[src/rtl/ram_ctrl_pkg.sv]
// Shared types and constants for the dual-port 74189 RAM controller.
// The optional write-verify step is enabled by the RAM_CTRL_VERIFY_EN macro.
package ram_ctrl_pkg;

    localparam int ADDR_W = 4;
    localparam int DATA_W = 8;

    // Controller sequence: VERIFY is only reachable when write-verify is built in.
    typedef enum logic [2:0] {
        IDLE   = 3'd0,
        SETUP  = 3'd1,
        WPULSE = 3'd2,
        HOLD   = 3'd3,
        VERIFY = 3'd4,
        SAMPLE = 3'd5,
        DONE   = 3'd6
    } state_t;

    // Which requester owns the transaction currently in flight.
    typedef enum logic {
        PORT_PRG = 1'b0,
        PORT_CPU = 1'b1
    } port_t;

    // One-hot grant encoding produced by the arbiter.
    localparam logic [1:0] GNT_NONE = 2'b00;
    localparam logic [1:0] GNT_PRG  = 2'b01;
    localparam logic [1:0] GNT_CPU  = 2'b10;

endpackage

[src/rtl/ram_ctrl_arb.sv]
// Fixed-priority arbiter: the loader port always wins over the CPU port.
module ram_ctrl_arb
    import ram_ctrl_pkg::*;
(
    input  logic       prg_req,
    input  logic       cpu_req,
    output logic [1:0] grant
);

    // One-hot grant, loader first; no grant when nobody asks.
    always_comb begin
        grant = GNT_NONE;
        if (prg_req) begin
            grant = GNT_PRG;
        end else if (cpu_req) begin
            grant = GNT_CPU;
        end
    end

endmodule

[src/rtl/ram_ctrl_74189.sv]
// Two-port controller for a pair of 74189 16x4 RAMs (high nibble chip 1,
// low nibble chip 0). The chips present inverted data on their outputs,
// so every read is re-inverted before it reaches a requester.
// Optional feature: define RAM_CTRL_VERIFY_EN to add a read-back check
// after every write, reported on err together with the ack.
module ram_ctrl_74189
    import ram_ctrl_pkg::*;
#(
    parameter int unsigned WE_CYCLES = 1
) (
    input  logic              clk,
    input  logic              rst_n,
    input  logic              prg_req,
    input  logic              prg_we,
    input  logic [ADDR_W-1:0] prg_addr,
    input  logic [DATA_W-1:0] prg_wdata,
    output logic              prg_ack,
    output logic [DATA_W-1:0] prg_rdata,
    input  logic              cpu_req,
    input  logic              cpu_we,
    input  logic [ADDR_W-1:0] cpu_addr,
    input  logic [DATA_W-1:0] cpu_wdata,
    output logic              cpu_ack,
    output logic [DATA_W-1:0] cpu_rdata,
    output logic              ram_cs_n,
    output logic              ram_we_n,
    output logic [ADDR_W-1:0] ram_a,
    output logic [DATA_W-1:0] ram_d,
    input  logic [DATA_W-1:0] ram_o,
    output logic              busy,
    output logic              err
);

    // Write pulse counter reloads to WE_CYCLES-1 and counts down to zero.
    localparam logic [3:0] CNT_INIT = 4'(WE_CYCLES - 1);

    state_t     state;
    port_t      sel;
    logic       we_lat;
    logic [3:0] we_cnt;
    logic [1:0] grant;

    ram_ctrl_arb u_arb (
        .prg_req (prg_req),
        .cpu_req (cpu_req),
        .grant   (grant)
    );

`ifdef RAM_CTRL_VERIFY_EN
    logic err_q;
    assign err = err_q;
`else
    assign err = 1'b0;
`endif

    // Transaction sequencer; every RAM strobe and handshake is registered so
    // the bus changes only on clock edges. ram_a/ram_d double as the operand
    // latch and stay put until the next grant.
    always_ff @(posedge clk) begin
        if (!rst_n) begin
            state     <= IDLE;
            sel       <= PORT_PRG;
            we_lat    <= 1'b0;
            we_cnt    <= '0;
            ram_cs_n  <= 1'b1;
            ram_we_n  <= 1'b1;
            ram_a     <= '0;
            ram_d     <= '0;
            prg_ack   <= 1'b0;
            cpu_ack   <= 1'b0;
            prg_rdata <= '0;
            cpu_rdata <= '0;
            busy      <= 1'b0;
`ifdef RAM_CTRL_VERIFY_EN
            err_q     <= 1'b0;
`endif
        end else begin
            prg_ack <= 1'b0;
            cpu_ack <= 1'b0;
`ifdef RAM_CTRL_VERIFY_EN
            err_q   <= 1'b0;
`endif
            case (state)
                IDLE: begin
                    if (grant != GNT_NONE) begin
                        state    <= SETUP;
                        busy     <= 1'b1;
                        ram_cs_n <= 1'b0;
                        ram_we_n <= 1'b1;
                        if (grant == GNT_PRG) begin
                            sel    <= PORT_PRG;
                            we_lat <= prg_we;
                            ram_a  <= prg_addr;
                            ram_d  <= prg_wdata;
                        end else begin
                            sel    <= PORT_CPU;
                            we_lat <= cpu_we;
                            ram_a  <= cpu_addr;
                            ram_d  <= cpu_wdata;
                        end
                    end
                end
                SETUP: begin
                    if (we_lat) begin
                        state    <= WPULSE;
                        ram_we_n <= 1'b0;
                        we_cnt   <= CNT_INIT;
                    end else begin
                        state <= SAMPLE;
                    end
                end
                WPULSE: begin
                    if (we_cnt == 4'd0) begin
                        state    <= HOLD;
                        ram_we_n <= 1'b1;
                    end else begin
                        we_cnt <= we_cnt - 4'd1;
                    end
                end
                HOLD: begin
`ifdef RAM_CTRL_VERIFY_EN
                    state <= VERIFY;
`else
                    state    <= DONE;
                    ram_cs_n <= 1'b1;
                    if (sel == PORT_PRG) prg_ack <= 1'b1;
                    else                 cpu_ack <= 1'b1;
`endif
                end
`ifdef RAM_CTRL_VERIFY_EN
                VERIFY: begin
                    state    <= DONE;
                    ram_cs_n <= 1'b1;
                    err_q    <= ((~ram_o) != ram_d);
                    if (sel == PORT_PRG) prg_ack <= 1'b1;
                    else                 cpu_ack <= 1'b1;
                end
`endif
                SAMPLE: begin
                    state    <= DONE;
                    ram_cs_n <= 1'b1;
                    if (sel == PORT_PRG) begin
                        prg_rdata <= ~ram_o;
                        prg_ack   <= 1'b1;
                    end else begin
                        cpu_rdata <= ~ram_o;
                        cpu_ack   <= 1'b1;
                    end
                end
                DONE: begin
                    state <= IDLE;
                    busy  <= 1'b0;
                end
                default: begin
                    state    <= IDLE;
                    busy     <= 1'b0;
                    ram_cs_n <= 1'b1;
                    ram_we_n <= 1'b1;
                end
            endcase
        end
    end

endmodule
[config.mk]
export PLATFORM = sky130hd
export DESIGN_NAME = ram_ctrl_74189
export DESIGN_NICKNAME = d
export VERILOG_FILES = /design/src/rtl/ram_ctrl_pkg.sv /design/src/rtl/ram_ctrl_arb.sv /design/src/rtl/ram_ctrl_74189.sv
export SDC_FILE = /design/constraint.sdc
export NUM_CORES = 1
export LEC_CHECK = 0
export BUFFER_PORTS_ARGS = -buffer_cell sky130_fd_sc_hd__buf_2
export CAP_MARGIN = 20
export CORE_MARGIN = 2
export CORE_UTILIZATION = 45
export DETAILED_ROUTE_END_ITERATION = 6
export HOLD_SLACK_MARGIN = 0.12
export MAX_ROUTING_LAYER = met4
export PLACE_DENSITY = 0.79
export REMOVE_ABC_BUFFERS = 1
export SLEW_MARGIN = 5
export SYNTH_ARGS = -nofsm -noshare
export SYNTH_HDL_FRONTEND = slang
export SYNTH_HIERARCHICAL = 1
export SYNTH_SLANG_ARGS = --single-unit
[constraint.sdc]
create_clock -name clk -period 2.92 [get_ports clk]
set_clock_uncertainty 0.15 [all_clocks]
set_input_delay 0.584 -clock clk [delete_from_list [all_inputs] [get_ports clk]]
set_output_delay 0.584 -clock clk [all_outputs]
set_load 0.01 [all_outputs]
==> impl_metrics.py <==
metrics = {
    "outcome": {
        "status": "finished, final reports clean",
    },
    "sta": {
        "slew_headroom_pct": 47.7,
        "tightest_slew_ns": 0.785,
        "fin_crit_ns": 1.96,
        "finalCritPeriodShare_pct": 67.0,
        "slew_violations": 0,
        "fmax_ghz": 0.511,
        "whs_ns": 0.319,
        "rsz0062_at_grt": "false",
        "tns_ns": 0,
        "setup_viol": 0,
        "hold_viol": 0,
    },
    "die": {
        "die_y_um": 69.1,
        "die_area_um2": 4770,
        "rows": 23,
        "die_w_um": 69.1,
        "num_io_pins": 72,
        "initial_utilization_pct": 47.3,
        "core_area_um2": 4030,
    },
    "global_routing": {
        "grt_antenna_before_repair": 0,
        "grt_max_degree": 28,
        "grt_first_pass_wirelength_mm": 6.80,
        "grt_pass1_vias": 1569,
        "grt_usage_pct": 17.8,
        "grt_overflow": 0,
    },
    "cts": {
        "holdBufCountCts": 0,
        "cts_tree": "done",
        "cts_root_buffer": "clkbuf_8",
        "htree_levels": 2,
        "clk_path_buf_depth": 2,
        "path_clk_slew_ns": 0.07,
        "postCtsSetupBuffers": 0,
        "ctsResizeCount": 0,
        "cts_buffers": 5,
        "worstSkewPairLatency_ns": 0.29,
        "clock_sinks": 42,
    },
    "route": {
        "drc_errors": 0,
        "num_vias": 1554,
        "drt_pre_antenna_iters": 4,
        "vias_per_cell": 5.15,
        "totalWireLength_mm": 3.74,
        "drt_iter0_markers": 70,
        "ant_nets": 0,
        "wire_per_inst_um": 12.4,
    },
    "worst_hold_path": {
        "hold_class": "reg -> reg",
        "whs_path_depth": 2,
        "hold_path_end": "busy",
        "min_from": "busy",
    },
    "synth": {
        "syn_inst": 191,
        "yosys.area.top_type_share_pct": 44.1,
        "synthesis.area_um2": 1910,
        "synth.top_cells.by_area": "dfxtp_1, o211a_1, nand2_1",
        "synth_seq_cells": 42,
        "ys_types": 36,
        "yosys_warnings": 6,
        "synthArstFlopShare_pct": 0,
        "yosysMostFrequentCell": "dfxtp_1",
        "yosys-top-cells-count": "dfxtp_1, nand2_1, o211a_1, mux2i_1, nor2_1",
        "yosys.area.top_type": "dfxtp_1",
        "synth-edff-count": 0,
        "synth_ff_type": "dfxtp_1",
        "yosysSeqAreaShare_pct": 44.1,
        "avgSynthCellArea_um2": 9.98,
    },
    "setup_path": {
        "ff2ff_path_depth": 4,
        "cp_data_required_time_ns": 2.96,
        "endpoint_kind": "register",
        "arrival_ns": 1.99,
        "cp_num_buf_inv": 0,
        "path_delay_family": "simple AND/OR/NAND/NOR gates",
        "critical_path_class": "reg -> reg",
        "r2r-start": "state[2]",
        "critPathSlowestCell": "and2b_1",
        "crit_chain": "nor3_4 > and2b_1 > nand2_1 > o211a_1",
        "max_stage_delay_ns": 0.67,
        "r2r-end": "ram_d[6]",
        "r2r_slack_ns": 0.96,
        "critPathLaunchType": "register",
        "crit_fanout": 27,
    },
    "placed_design": {
        "dpl.cell_count": 295,
        "gp_congestion": 0.765,
        "place_hpwl_mm": 2.75,
        "portBuffers": 70,
    },
    "pwr": {
        "power_leakage_uw": 0.00137,
        "combPwrFrac_pct": 20.0,
        "ir_drop_v": 0.000326,
        "seqPwrFrac_pct": 53.0,
        "p_switching_uw": 354,
        "pwr_density_cell_nw_per_um2": 557,
        "pwr-share-clk_pct": 27.0,
        "switching_share_pct": 28.1,
        "p_int_uw": 906,
    },
    "final_layout": {
        "areaGrowthSynthToFinish_pct": 18.6,
        "layout.cells.non_filler": 302,
        "antenna_cells": 0,
        "layout-drive-gt1-share_pct": 34.1,
        "fin_nets": 291,
    },
    "run": {
        "max_cap_viol_count": 0,
    },
}
through the flow:
stage	total power (µW)	utilization, %	setup slack (ns)	cell area (µm²)
after detailed placement	935	54.2	0.721	2180
after CTS	1280	56.1	0.967	2260
after global routing	1340	56.1	0.787	2260
final	1260	56.1	0.964	2260
after global placement	928	54.2	0.808	2180
after floorplan	827	-	0.636	1760
layout make-up:
| cell class | instances | area (µm²) |
|---|---|---|
| Inverter | 6 | 22.5 |
| Multi-Input combinational cell | 125 | 892 |
| Timing Repair Buffer | 72 | 365 |
| Tap cell | 50 | 62.6 |
| Sequential cell | 42 | 841 |
| Clock inverter | 2 | 10.0 |
| Fill cell | 380 | 1770 |
| Clock buffer | 5 | 68.8 |
kinds of logic after synthesis:
family          share of synthesized area (%)
compound gates                           21.7
buf+inv                                  9.12
xor+xnor                                 1.84
other cells                             0.197
mux                                      6.82
fa+ha+maj                               0.656
simple gates                             15.6
flops                                    44.1
placed cells by master, fill, tap and decap left out, types with 2 or more instances in the layout:
master / Yosys / final
a211oi_1: 2 / 2
a21oi_1: 3 / 3
and3_1: 2 / 2
buf_2: 1 / 70
buf_4: 5 / 2
clkbuf_8: 0 / 5
clkinv_2: 0 / 2
dfxtp_1: 42 / 42
inv_1: 5 / 5
mux2i_1: 13 / 13
nand2_1: 35 / 35
nand3_1: 4 / 4
nor2_1: 9 / 9
nor2b_1: 2 / 2
nor2b_4: 2 / 2
nor3_1: 2 / 2
nor3b_2: 2 / 2
o211a_1: 29 / 29
o21ai_0: 3 / 3
xnor2_1: 3 / 3
power by group through the flow:
stage | clock, µW | sequential (µW) | combinational (µW)
final | 340 | 669 | 252
after global routing | 376 | 677 | 281
after CTS | 356 | 668 | 255
after detailed placement | 0 | 682 | 253
after global placement | 0 | 681 | 247
after floorplan | 0 | 698 | 130
state kept, by name (all words and copies together) (netlist names):
signal / count
cpu_rdata: 8
prg_rdata: 8
ram_d: 8
ram_a: 4
we_cnt: 4
state: 3
busy: 1
cpu_ack: 1
prg_ack: 1
ram_cs_n: 1
ram_we_n: 1
sel: 1
we_lat: 1
how the worst max path moves through the flow:
stage / start / endpoint / slack (ns) / cells after the start
2_1_floorplan: cpu_req / ram_a[0] / 0.64 / 5
3_3_place_gp: prg_req / we_lat / 0.81 / 6
3_5_place_dp: prg_req / ram_d[4] / 0.72 / 6
4_1_cts: state[2] / ram_d[6] / 0.97 / 4
5_1_grt: state[2] / ram_d[6] / 0.79 / 4
6_report: state[2] / ram_d[6] / 0.96 / 4
worst min-delay path, stage by stage, from the launching register on:
cell and delay (ns):
dfxtp_1 0.32, nand2_1 0.05, a21boi_1 0.05
routing by layer:
metal  part of all wire [%]  wire length (µm)  vias up  global-route usage [%]
li1                       -                 -      779                       -
met3                    3.2               119        9                    2.34
met2                     51              1910       42                    30.4
met4                    3.0               114        0                    10.2
met5                      0                 0        -                       -
met1                     43              1590      724                    19.9
(Power assumes the default switching activity.)
